--- src/rtl/mem_bus_arbiter.sv ---
// Round-robin arbiter granting one CPU cache port at a time access to the data-memory port.
// Optional ARB_PERF_COUNT_EN adds per-CPU completed-grant counters on grant_cnt.
module mem_bus_arbiter #(
  parameter int CPUS = 2
) (
  input  logic               CLK,
  input  logic               nRST,
  input  logic [CPUS-1:0]    cdREN,
  input  logic [CPUS-1:0]    cdWEN,
  input  logic [CPUS*32-1:0] cdaddr,
  input  logic [CPUS*32-1:0] cdstore,
  output logic [CPUS-1:0]    cdwait,
  output logic [CPUS*32-1:0] cdload,
  output logic               dREN,
  output logic               dWEN,
  output logic [31:0]        daddr,
  output logic [31:0]        dstore,
  input  logic               dwait,
  input  logic [31:0]        dload
`ifdef ARB_PERF_COUNT_EN
  ,
  output logic [CPUS*32-1:0] grant_cnt
`endif
);

  localparam int IW = $clog2(CPUS);

  typedef enum logic {IDLE, ACCESS} state_t;

  state_t          r_state;
  state_t          w_next;
  logic [IW-1:0]   r_grant;
  logic [IW-1:0]   r_last;
  logic [IW-1:0]   w_pick;
  logic            w_found;
  logic [CPUS-1:0] w_req;
  logic            w_any;
  logic            w_req_g;
  logic            w_done;

  assign w_req   = cdREN | cdWEN;
  assign w_any   = |w_req;
  assign w_req_g = w_req[r_grant];
  assign w_done  = (r_state == ACCESS) && w_req_g && !dwait;

  // Search starts one past the last completed grant and wraps.
  always_comb begin
    w_pick  = r_last;
    w_found = 1'b0;
    for (int unsigned k = 1; k <= CPUS; k++) begin
      int unsigned idx;
      idx = (32'(r_last) + k) % CPUS;
      if (!w_found && w_req[idx]) begin
        w_pick  = IW'(idx);
        w_found = 1'b1;
      end
    end
  end

  always_ff @(posedge CLK or negedge nRST) begin
    if (!nRST) begin
      r_state <= IDLE;
      r_grant <= '0;
      r_last  <= IW'(CPUS - 1);
    end else begin
      r_state <= w_next;
      if (r_state == IDLE && w_any) r_grant <= w_pick;
      if (w_done) r_last <= r_grant;
    end
  end

  always_comb begin
    w_next = r_state;
    case (r_state)
      IDLE:    if (w_any) w_next = ACCESS;
      ACCESS:  if (!w_req_g || !dwait) w_next = IDLE;
      default: w_next = IDLE;
    endcase
  end

  always_comb begin
    dREN   = 1'b0;
    dWEN   = 1'b0;
    daddr  = '0;
    dstore = '0;
    cdwait = '1;
    cdload = '0;
    if (r_state == ACCESS) begin
      daddr  = cdaddr[{r_grant, 5'b0} +: 32];
      dstore = cdstore[{r_grant, 5'b0} +: 32];
      // A withdrawn request keeps the enables low and never signals completion.
      if (w_req_g) begin
        dWEN            = cdWEN[r_grant];
        dREN            = cdREN[r_grant] & ~cdWEN[r_grant];
        cdwait[r_grant] = dwait;
      end
      if (w_done) cdload[{r_grant, 5'b0} +: 32] = dload;
    end
  end

`ifdef ARB_PERF_COUNT_EN
  logic [CPUS*32-1:0] r_grant_cnt;

  always_ff @(posedge CLK or negedge nRST) begin
    if (!nRST) begin
      r_grant_cnt <= '0;
    end else if (w_done) begin
      r_grant_cnt[{r_grant, 5'b0} +: 32] <= r_grant_cnt[{r_grant, 5'b0} +: 32] + 32'd1;
    end
  end

  assign grant_cnt = r_grant_cnt;
`endif

endmodule

--- config.mk ---
export PLATFORM = sky130hd
export DESIGN_NAME = mem_bus_arbiter
export DESIGN_NICKNAME = d
export VERILOG_FILES = /design/src/rtl/mem_bus_arbiter.sv
export SDC_FILE = /design/constraint.sdc
export NUM_CORES = 1
export LEC_CHECK = 0
export ABC_AREA = 1
export BUFFER_PORTS_ARGS = -buffer_cell sky130_fd_sc_hd__buf_2
export CAP_MARGIN = 20
export CORE_AREA = 2 2 116 118
export DETAILED_ROUTE_END_ITERATION = 8
export DIE_AREA = 0 0 118 120
export PLACE_DENSITY_LB_ADDON = 0.15
export SYNTH_ARGS = -nofsm -noshare
export SYNTH_HDL_FRONTEND = slang
export SYNTH_SLANG_ARGS = --single-unit
--- constraint.sdc ---
create_clock -name CLK -period 3.3 [get_ports CLK]
set_input_delay 0.33 -clock CLK [delete_from_list [all_inputs] [get_ports CLK]]
set_output_delay 0.33 -clock CLK [all_outputs]
set_load 0.05 [all_outputs]
Yosys cells after proc, flatten, opt, wreduce, memory -nomap -nowiden
Cells that the tools add are included.

Logic and storage cells: 59. Output and inout bits: 132. Bits in registers: 3. Bits of input ports: 167.

Reductions and logical operators: 10. $add $sub $neg: 3. $lt $le $gt $ge: 4. Muxes and demuxes: 28. Shifts and indexed selects: 4. Bitwise logic cells: 7.

Operator list (count): 64-bit two-way mux (2); 64-bit by 7-bit indexed part select with 32-bit output (2); 64-bit bitwise AND (1); 32-bit two-way mux (2); 32-bit by 8-bit variable shift with 64-bit output (first input constant) (1); 32-bit by 8-bit indexed part select with 64-bit output (1); 1-bit two-way mux (20); 6-bit negation with 8-bit output (1); 1-bit by 2-bit < comparator with 1-bit output (second input constant) (3); 1-bit logical AND (5); 2-bit two-way mux (2); 2-bit bitwise OR (2); 1-bit logical NOT (3); 1-bit adder (second input constant) (2); 1-bit NOT (2); 2-bit NOT (1); 1-bit case mux with 2 select lines (1); 2-bit OR reduction (1); 1-bit bitwise AND (1); 1-bit demux with 1-bit select (1); 1-bit greater-or-equal comparator (second input constant) (1); 1-bit logical OR (1).

Depth between registers and ports, before layout
Gate-level depths: netlist (run 1).

Depth in word-level cells: 8. Mapped depth: 7.

Least setup slack after synthesis (run 1)
No wires, ideal clock.

Path kind: register -> output. Start point: register r_grant. End point: output port daddr[10]. Arrival: 1.678 ns. Stages on the path, launching flop included: 7. Setup slack: 1.292 ns. Cell sequence: dfrtp_1 > buf_6 > inv_2 > buf_4 > buf_2 > nor2_1 > nor2_1.

Cells in the longest elaborated chain, start to end: 2.

RTL lines: start, declared (line 32) `logic [IW-1:0] r_grant;`; start signal, assigned (line 67) `if (r_state == IDLE && w_any) r_grant <= w_pick;`; 64-bit by 7-bit indexed part select with 32-bit output (line 89) `daddr = cdaddr[{r_grant, 5'b0} +: 32];`; 32-bit two-way mux (line 88) `if (r_state == ACCESS) begin`; end, declared (line 16) `output logic [31:0] daddr,`.

Every way passes these cells.

Final worst setup path (run 1)
Start point: register r_grant. End point: output port cdload[19].

Cells in the longest elaborated chain, start to end: 6. Elaborated cells on any way between the ends: 10. Those cells by class: 1 x add/sub; 2 x shift; 4 x mux; 1 x bitwise; 2 x reduce/logical.

RTL lines: branches (longest 4 deep; another with 6-bit negation with 8-bit output); 64-bit two-way mux * (line 97) `if (w_done) cdload[{r_grant, 5'b0} +: 32] = dload;`; 64-bit two-way mux * (line 88); end, declared (line 13) `output logic [CPUS*32-1:0] cdload,`.

Every way passes the cells marked *. The select of a mux whose other input is x is not followed.

==> results of run 1 <==
## sequential cells by signal (all words and copies together), names as in the netlist
register	count
r_state	1
r_grant	1
r_last	1
## metrics by stage
step / hold slack, ns / power [W] / utilization (%) / area [um2] / setup WS, ns
2_1_floorplan: 0.0344 / 0.00290 / - / 1620 / 1.29
3_3_place_gp: 0.131 / 0.00363 / 24.7 / 3200 / 0.848
3_5_place_dp: 0.133 / 0.00362 / 24.7 / 3200 / 0.746
4_1_cts: 0.412 / 0.00383 / 25.3 / 3290 / 0.509
5_1_grt: 0.458 / 0.00405 / 25.3 / 3290 / 0.294
6_report: 0.419 / 0.00380 / 25.3 / 3290 / 0.508
## worst max-delay path: cells and delay by family (launching register included)
| kind | cells | cell delay [ns] |
|---|---|---|
| buffers and inverters | 2 | 0.60 |
| flip-flops | 1 | 0.64 |
| AND/OR/NAND/NOR | 3 | 0.97 |
## layout by cell type, fill, tap and decap left out
master | synthesis | final
nand4_1 | 1 | 1
o21bai_1 | 1 | 1
nand4_2 | 1 | 1
clkbuf_1 | 12 | 1
dfrtp_2 | 0 | 2
dfstp_2 | 1 | 1
nor2_1 | 168 | 168
buf_4 | 3 | 3
nand3_1 | 2 | 2
nand4_4 | 1 | 1
nand2_4 | 1 | 1
nand2_1 | 7 | 7
mux2i_1 | 1 | 1
a21oi_1 | 1 | 1
inv_2 | 1 | 1
nor2_2 | 29 | 29
buf_2 | 8 | 298
o21ai_0 | 66 | 66
dlygate4sd3_1 | 0 | 1
clkbuf_16 | 0 | 3
inv_1 | 35 | 35
## worst paths after layout
check	end	start	cells past startpoint
setup reg to reg	r_last	r_grant	2
hold reg to reg	r_last	r_last	2
setup / recovery	cdload[19]	r_grant	5
hold / removal	r_state	dwait	3
min in group asynchronous	r_grant	nRST	2
max in group asynchronous	r_last	nRST	2
## cell families (layout without fill, tap and decap cells)
logic type             count (synthesis)  in the layout  synth area share [%]
buffers and inverters                 63            342                  17.8
muxes                                  1              1                 0.619
and+or+nand+nor                      210            210                  55.6
DFF                                    3              3                  4.72
AOI/OAI and AO/OA                     68             68                  21.2
## layout make-up
type	instances	area, um2	area share [%]
repair buffers	302	1520	46.3
multi-input cells	279	1250	38.1
well taps	176	220	6.69
inverters	36	135	4.11
flip-flops and latches	3	78.8	2.40
clock buffers	4	78.8	2.40
## report_power, final
part	switching, W	leakage, nW	internal (W)	total, W
sequential	0.0000950	0.0318	0.0000606	0.000156
combinational	0.00274	2.07	0.000700	0.00344
clock	0.0000386	0.0382	0.000160	0.000198
total	0.00287	2.14	0.000920	0.00380
## routing by layer
layer	vias up	part of all wire [%]	track usage [%]
met2	147	52	22.4
met5	-	0	0
met3	9	8.3	3.23
met4	0	0.84	1.96
met1	1306	39	12.6
li1	1608	-	-
==> metrics, run 1 <==
status=completed; Synth-to-Final Area Change=103%; cell count after synthesis=between 300 and 400; Die Y=120 um; Final Max Tran Viols=0; dpl cells=just under 800; initial antenna violation count=1; top cells by area, synth=nor2_1 39%, o21ai_0 20%, nor2_2 11%, inv_1 8.1%, dfrtp_1 3.1%; endpoint required time on the critical path=between 2 and 3 ns; syn avg cell area=4.69 um2; Synth async-reset ratio=between 90% and 100%; Commonest cells post-synth=168 x nor2_1, 66 x o21ai_0, 35 x inv_1, 29 x nor2_2, 12 x clkbuf_1; Leak=around 2.1 nW; core area=~13,000 um2; CTS Root Cell=clkbuf_16; Tmin final=approximately 2.8 ns; Synth Register Bits=3; drt drc=0; Synth warnings=0; worst hold path class=input pin to flip-flop; cts hold-fix bufs=1; vias in the first global route=approximately 2,900; slowest CP cell=dfrtp_2; CTS H-tree depth=1; Post-Synthesis Cell Area=about 1600 um2; Starting DRT DRC Count=between 70 and 80; Detailed Route WL=8910 um; setup TNS=0 ns; maximum clock insertion buffer count=2; GRT Resource Usage Total=a little under an eighth; worst-path cell chain=inv_2 -> nand2_4 -> nand4_4 -> nor2_2 -> buf_2; top cell type's share of synthesized area=between 30% and 40%; FP Rows=42; total number of vias=3,070; layout cells sized above 1=54.5%; HPWL Detailed=about 7300 um; Pwr Density=1150 nW/um2; final net count=around 790; initial core utilization=between 10% and 20%; prevailing post-synth register cell=dfrtp_1; Clock Skew=0.00141 ns; critical-path maximum fanout=33; post_cts resized=0; Syn Nets=slightly above 500; GR Overflow Total=0; upper clock frequency limit=about 360 MHz; WP data arrival=approximately 2.5 ns; maximum vdd drop=0.396 mV; final RePlAce weighted congestion=between 0.8 and 0.9; flop-to-flop setup slack=between 1.5 and 2 ns; Worst-Skew Late Latency=about 0.23 ns; CTS sink cnt=3; IO buf count=298; wire per inst=about 11 um; largest net degree at the start of global routing=45; Routed Antenna Nets=0; CP endpoint kind=output pin; Diodes inserted=0; relative slew slack=~43%; die area=14,200 um2; post-CTS setup buffers=0; Post-synth EDFFs=0; actual slew at the worst max-slew pin=around 0.85 ns; most common cell in the netlist=nor2_1; drt via density=roughly 3.8; clock-pin transition on the worst setup and hold timing paths=approximately 0.03 ns; Final Hold Viols=0; startpoint types=flip-flop; Pre-antenna DRT Iters=4; crit share post-route=84.6%; RSZ-0062 raised after global routing=false; Seq/Total Area, Yosys=roughly 4.7%; Chip Width=~120 um; slowest stage delay, CP=0.64 ns; cts bufs inserted=3; CTS tree=built; fill count=approximately 1,500; endpoints failing setup=0; first-pass GRT wire length=roughly 14,000 um; Max Cap Violations=0; Synth cell types=20; Yosys top cell by area=nor2_1; Non-Filler Instances=800; IO Pins=299; crit path kind=flip-flop to output pin
No activity file was read; power rests on OpenSTA's default activity.
==> run 2, diff against run 1 <==
--- a/config.mk
+++ b/config.mk
@@ -5,12 +5,12 @@
 export SDC_FILE = /design/constraint.sdc
 export NUM_CORES = 1
 export LEC_CHECK = 0
-export ABC_AREA = 1
+export ABC_AREA = 0
 export BUFFER_PORTS_ARGS = -buffer_cell sky130_fd_sc_hd__buf_2
 export CAP_MARGIN = 20
-export CORE_AREA = 2 2 116 118
+export CORE_AREA = 2 2 115 117
 export DETAILED_ROUTE_END_ITERATION = 8
-export DIE_AREA = 0 0 118 120
+export DIE_AREA = 0 0 117 119
 export PLACE_DENSITY_LB_ADDON = 0.15
 export SYNTH_ARGS = -nofsm -noshare
 export SYNTH_HDL_FRONTEND = slang
==> constraint.sdc (replaced) <==
create_clock -name CLK -period 2.91 [get_ports CLK]
set_input_delay 0.291 -clock CLK [delete_from_list [all_inputs] [get_ports CLK]]
set_output_delay 0.291 -clock CLK [all_outputs]
set_load 0.05 [all_outputs]
==> run 2 against run 1 <==
Combinational power up 5%; worst hold slack got worse by 0.12 ns; worst setup slack better by 0.19 ns; power grew 4.1%; cell count decreased by 12%; sequential power fell by 13%; clock power rose by 11%; final area is 6.8% higher; count of clock-buffer cells in the layout stayed put; global-route usage decreased by 1.5 points.
==> metrics, run 2 <==
endpoint required time on the critical path=2.62 ns (was 2.97 ns); CTS Root Cell=clkbuf_16 (unchanged); layout cells sized above 1=59.5% (was 54.5%); final net count=694 (was 792); actual slew at the worst max-slew pin=0.543 ns (was 0.853 ns); Detailed Route WL=7870 um (was 8910 um); Final Hold Viols=0 (unchanged); Max Cap Violations=0 (unchanged); startpoint types=flip-flop (unchanged); setup TNS=0 ns (unchanged); Final Max Tran Viols=0 (unchanged); utilization after layout=27.3% (was 25.3%); hold wc startpoint=dwait (unchanged); Tmin final=2.21 ns; endpoints failing setup=0 (unchanged); WP data arrival=1.92 ns (was 2.46 ns); Synth cell types=21 (was 20); maximum clock insertion buffer count=2 (unchanged); syn avg cell area=7.48 um2 (was 4.69 um2); total number of vias=2,678 (was 3,070); CP endpoint kind=output pin (unchanged); FP Rows=42 (unchanged); top cell family by delay on the critical path=buffers and inverters (was simple AND/OR/NAND/NOR gates); Worst-Skew Late Latency=0.22 ns (was 0.23 ns); Yosys top cell by area=mux2i_1 (was nor2_1); Pwr Density=1120 nW/um2 (was 1150 nW/um2); most frequent cells in the layout=298 x buf_2, 66 x nor2b_1, 65 x mux2i_1, 64 x and2_1 (was 298 x buf_2, 168 x nor2_1, 66 x o21ai_0, 35 x inv_1, 29 x nor2_2); Synth warnings=0 (unchanged); status=completed (unchanged); core area=12,900 um2 (was 13,000 um2); Post-synth EDFFs=0 (unchanged); Clock Skew=0.00107 ns (was 0.00141 ns); top cells by area, synth=mux2i_1 36%, nor2b_1 23%, and2_1 22%, dfrtp_1 2.8%, buf_2 2.5% (was nor2_1 39%, o21ai_0 20%, nor2_2 11%, inv_1 8.1%, dfrtp_1 3.1%); slowest CP cell=dfrtp_4 (was dfrtp_2); Synth-to-Final Area Change=96.6% (was 103%); post_cts resized=0 (unchanged); top cell type's share of synthesized area=36.4% (was 39.0%); prevailing post-synth register cell=dfrtp_1 (unchanged); Critical Path Start=r_grant (unchanged); Starting DRT DRC Count=59 (was 77); crit share post-route=75.9%; Diodes inserted=0 (unchanged); worst-path cell chain=buf_4 -> mux2i_1 -> nor2b_1 -> buf_2 (was inv_2 -> nand2_4 -> nand4_4 -> nor2_2 -> buf_2); Post-Synthesis Cell Area=1790 um2 (was 1620 um2); CTS sink cnt=3 (unchanged); worst hold path class=input pin to flip-flop (unchanged); maximum vdd drop=0.427 mV (was 0.396 mV); Die Y=119 um (was 120 um); slowest stage delay, CP=0.59 ns (was 0.64 ns); Synth Register Bits=3 (unchanged); Leak=2.16 nW (was 2.14 nW); RSZ-0062 raised after global routing=false (unchanged); Syn Nets=406 (was 512); cts bufs inserted=3 (unchanged); CTS H-tree depth=1 (unchanged); IO Pins=299 (unchanged); Hold WS=0.295 ns (was 0.419 ns); die area=13,900 um2 (was 14,200 um2); GR Overflow Total=0 (unchanged); Largest regs=r_grant x1, r_last x1, r_state x1 (unchanged); vias in the first global route=2,386 (was 2,888); first-pass GRT wire length=11,000 um (was 13,700 um); Seq/Total Area, Yosys=4.27% (was 4.72%); clock-pin transition on the worst setup and hold timing paths=0.03 ns (about the same); crit path kind=flip-flop to output pin (unchanged); cell count after synthesis=239 (was 345); Chip Width=117 um (was 118 um); relative slew slack=63.8% (was 43.0%); Routed Antenna Nets=0 (unchanged); Buf+Inv Stages, Crit Path=2 (unchanged); wire per inst=11.2 um (was 11.1 um); HPWL Detailed=6690 um (was 7340 um); IO buf count=298 (unchanged); drt via density=3.81 (was 3.84); most common cell in the netlist=nor2b_1 (was nor2_1); final RePlAce weighted congestion=0.678 (was 0.851); Commonest cells post-synth=66 x nor2b_1, 65 x mux2i_1, 64 x and2_1, 9 x buf_2, 6 x clkbuf_1 (was 168 x nor2_1, 66 x o21ai_0, 35 x inv_1, 29 x nor2_2, 12 x clkbuf_1); upper clock frequency limit=~450 MHz; drt drc=0 (unchanged); initial core utilization=13.9% (was 12.5%); fill count=1,414 (was 1,522); Synth async-reset ratio=100% (unchanged); Pre-antenna DRT Iters=4 (unchanged); launch point of the worst reg-to-reg path=r_grant (unchanged); largest net degree at the start of global routing=70 (was 45); GRT Resource Usage Total=10.0% (was 11.6%); critical-path maximum fanout=32 (was 33); flop-to-flop setup slack=1.41 ns (was 1.52 ns); initial antenna violation count=0 (was 1); commonest non-fill, non-tap cell in the layout=buf_2 (unchanged); CTS tree=built (unchanged)
## run 2: metrics by stage
stage / power, W / instances / area, um2 / worst slack, ns
2_1_floorplan: 0.00306 / 239 / 1790 / 1.08
3_3_place_gp: 0.00377 / 697 / 3430 / 0.908
3_5_place_dp: 0.00378 / 697 / 3430 / 0.885
4_1_cts: 0.00401 / 702 / 3510 / 0.640
5_1_grt: 0.00417 / 702 / 3510 / 0.555
6_report: 0.00395 / 702 / 3510 / 0.700
## run 2: power breakdown
group	leakage (nW)	switching, W	total, W	internal [W]
Combinational	2.09	0.00258	0.00360	0.00101
Sequential	0.0317	0.0000635	0.000136	0.0000721
Clock	0.0382	0.0000386	0.000219	0.000181
## run 2: repair_timing
action,in CTS,in global routing
endpoints found under the hold margin,2,0
buffers inserted,0,0
hold buffers,1,0
## run 2: cell type report
class	instances	area (um2)	area share [%]
Multi-Input combinational cell	212	1580	45.1
Timing Repair Buffer	304	1540	43.8
Clock buffer	4	78.8	2.24
Tap cell	176	220	6.27
Inverter	3	11.3	0.320
Sequential cell	3	81.3	2.31
## run 2: worst register-to-register path: cells and delay by family, from the launching register on
kind,cells,cell delay (ns)
flops,1,0.59
compound gates,2,0.37
buf+inv,1,0.42
## run 2: kinds of logic after synthesis
kind of cell | Yosys count | share of synthesized area [%]
multiplexers | 65 | 36.4
flip-flops | 3 | 4.27
AND/OR/NAND/NOR | 138 | 48.6
buffers and inverters | 24 | 7.14
AO/OA/AOI/OAI | 9 | 3.57
## run 2: final timing paths
kind / to / cells after the start
max in group asynchronous: r_last / 2
worst max-delay path: daddr[5] / 4
worst max register to register: r_state / 3
min in group asynchronous: r_grant / 2
worst min register to register: r_grant / 2
worst min-delay path: r_state / 2
## run 2: per-layer routing
layer / routed length (um) / up-vias / GRT usage [%]
met5: 0 / - / 0
met4: 70 / 0 / 2.87
met3: 785 / 4 / 2.39
met2: 4500 / 160 / 21.7
met1: 2510 / 1164 / 8.48
li1: - / 1350 / -
==> run 3, diff against run 2 <==
==> constraint.sdc (replaced) <==
create_clock -name CLK -period 2.1 [get_ports CLK]
set_input_delay 0.21 -clock CLK [delete_from_list [all_inputs] [get_ports CLK]]
set_output_delay 0.21 -clock CLK [all_outputs]
set_load 0.05 [all_outputs]
==> run 3 against run 2 <==
Die area unchanged; non-clock buffer count up 1; sequential power about the same; largest cell class unchanged; wire length down 2.8%; count of clock-buffer cells in the layout unchanged; critical path type unchanged.
==> metrics, run 3 (synthesis results as in run 2) <==
clock share of power=5.4% (was 5.6%); drt drc=0 (unchanged); FP Rows=42 (unchanged); IO buf count=298 (unchanged); Chip Width=117 um (unchanged); CP endpoint kind=output pin (unchanged); first-pass GRT wire length=10,900 um (was 11,000 um); Tmin final=between 1.5 and 2 ns; vias in the first global route=2,363 (was 2,386); status=completed (unchanged); Die Y=119 um (unchanged); Net Sw Frac=67.6% (was 68.0%); WP data arrival=1.66 ns (was 1.92 ns); Pwr Density=1560 nW/um2 (was 1120 nW/um2); wire per inst=10.9 um (was 11.2 um); drt via density=3.82 (was 3.81); commonest non-fill, non-tap cell in the layout=buf_2 (unchanged); sequential share of power=2.5% (was 3.4%); worst hold path class=input pin to flip-flop (unchanged); CTS Root Cell=clkbuf_16 (unchanged); total number of vias=2,682 (was 2,678); die area=13,900 um2 (unchanged); final net count=695 (was 694); Leak=2.17 nW (was 2.16 nW); critical-path maximum fanout=33 (was 32); Final Cell Area=3530 um2 (was 3510 um2); largest net degree at the start of global routing=54 (was 70); HPWL Detailed=6610 um (was 6690 um); initial core utilization=13.9% (unchanged); Starting DRT DRC Count=26 (was 59); Diodes inserted=0 (unchanged); dpl cell area=3450 um2 (was 3430 um2); endpoints failing setup=0 (unchanged); setup ws final=0.231 ns (was 0.700 ns); cell count of the worst reg-to-reg path=4 (was 3); initial antenna violation count=0 (unchanged); Post-Place Setup Slack=0.451 ns (was 0.885 ns); RSZ-0062 raised after global routing=false (unchanged); worst-path cell chain=nor3_2 -> buf_4 -> and2_1 -> buf_2 (was buf_4 -> mux2i_1 -> nor2b_1 -> buf_2); startpoint types=flip-flop (unchanged); CTS sink cnt=3 (unchanged); Worst-Skew Late Latency=0.22 ns (about the same); most frequent cells in the layout=298 x buf_2, 66 x nor2b_1, 65 x mux2i_1, 64 x and2_1 (unchanged); Detailed Route WL=7640 um (was 7870 um); Combinational Power Share=92.1% (was 91.0%); cts bufs inserted=3 (unchanged); CTS tree=built (unchanged); P_sw=0.00373 W (was 0.00269 W); crit path kind=flip-flop to output pin (unchanged); upper clock frequency limit=535 MHz; Final Max Tran Viols=0 (unchanged); Synth-to-Final Area Change=97.7% (was 96.6%); hold path cells=2 (unchanged); GRT Resource Usage Total=9.75% (was 10.0%); final RePlAce weighted congestion=0.709 (was 0.678); maximum clock insertion buffer count=2 (unchanged); actual slew at the worst max-slew pin=0.436 ns (was 0.543 ns); Largest regs=r_grant x1, r_last x1, r_state x1 (unchanged); GR Overflow Total=0 (unchanged); core area=12,900 um2 (unchanged); Pre-antenna DRT Iters=4 (unchanged); Final Hold Viols=0 (unchanged); crit share post-route=89.0%; IO Pins=299 (unchanged); layout cells sized above 1=59.6% (was 59.5%); utilization after layout=27.5% (was 27.3%); maximum vdd drop=0.609 mV (was 0.427 mV); CTS H-tree depth=1 (unchanged); Max Cap Violations=0 (unchanged); endpoint required time on the critical path=1.89 ns (was 2.62 ns); slowest CP cell=dfrtp_4 (unchanged); Clock Skew=0.00103 ns (was 0.00107 ns); fill count=1,430 (was 1,414); relative slew slack=70.8% (was 63.8%); clock-pin transition on the worst setup and hold timing paths=0.03 ns (about the same); slowest stage delay, CP=0.51 ns (was 0.59 ns); setup TNS=0 ns (unchanged); Routed Antenna Nets=0 (unchanged); internal power=0.00179 W (was 0.00127 W)
## run 3: cell types whose count changed in the layout (fill, tap and decap cells not counted), sizes merged
cell	before	now
buf	303	304
## run 3: metrics by stage
stage / total power (W) / cells / hold slack [ns]
3_3_place_gp: 0.00528 / 698 / 0.0127
6_report: 0.00552 / 703 / 0.219
4_1_cts: 0.00559 / 703 / 0.219
5_1_grt: 0.00584 / 703 / 0.226
2_1_floorplan: 0.00425 / 239 / -0.0856
3_5_place_dp: 0.00527 / 698 / 0.0153
## run 3: worst paths after layout
kind                       slack, ns    start          to
max                             0.23  r_grant  cdload[15]
min                             0.22    dwait     r_state
max reg2reg                     0.85  r_grant     r_state
min reg2reg                     0.62   r_last     r_grant
max in group asynchronous       1.55     nRST      r_last
min in group asynchronous       0.35     nRST     r_grant
## run 3: power by group through the flow
stage / registers (W) / clock network [W] / logic [W]
after floorplan: 0.000110 / 0 / 0.00414
after global placement: 0.000143 / 0 / 0.00514
after global routing: 0.000145 / 0.000315 / 0.00538
after CTS: 0.000141 / 0.000304 / 0.00515
after detailed placement: 0.000142 / 0 / 0.00513
final: 0.000139 / 0.000300 / 0.00509
## run 3: repair_timing
action                     in CTS  in global routing
hold buffers                    1                  0
setup buffers                   0                  0
setup endpoints to repair       0                  0
resized for setup               0                  0
hold endpoints to repair        3                  0
## run 3: critical path, delay by kind of cell, from the launching register on
kind	cells	cell delay, ns
buffers and inverters	2	0.54
AND/OR/NAND/NOR	2	0.37
flip-flops	1	0.51
## run 3: cell type report
class                   instances  area [um2]  share of cell area (%)
clock buffers                   4        78.8                    2.23
inverters                       3        11.3                   0.319
multi-input cells             212        1580                    44.8
flip-flops and latches          3        81.3                    2.30
well taps                     176         220                    6.23
repair buffers                305        1560                    44.1
## run 3: layer usage
| metal | up-vias | GRT usage (%) | share of wire [%] |
|---|---|---|---|
| li1 | 1360 | - | - |
| met3 | 8 | 2.34 | 10 |
| met2 | 164 | 20.2 | 55 |
| met4 | 0 | 2.72 | 1.3 |
| met1 | 1150 | 9.05 | 34 |
| met5 | - | 0 | 0 |
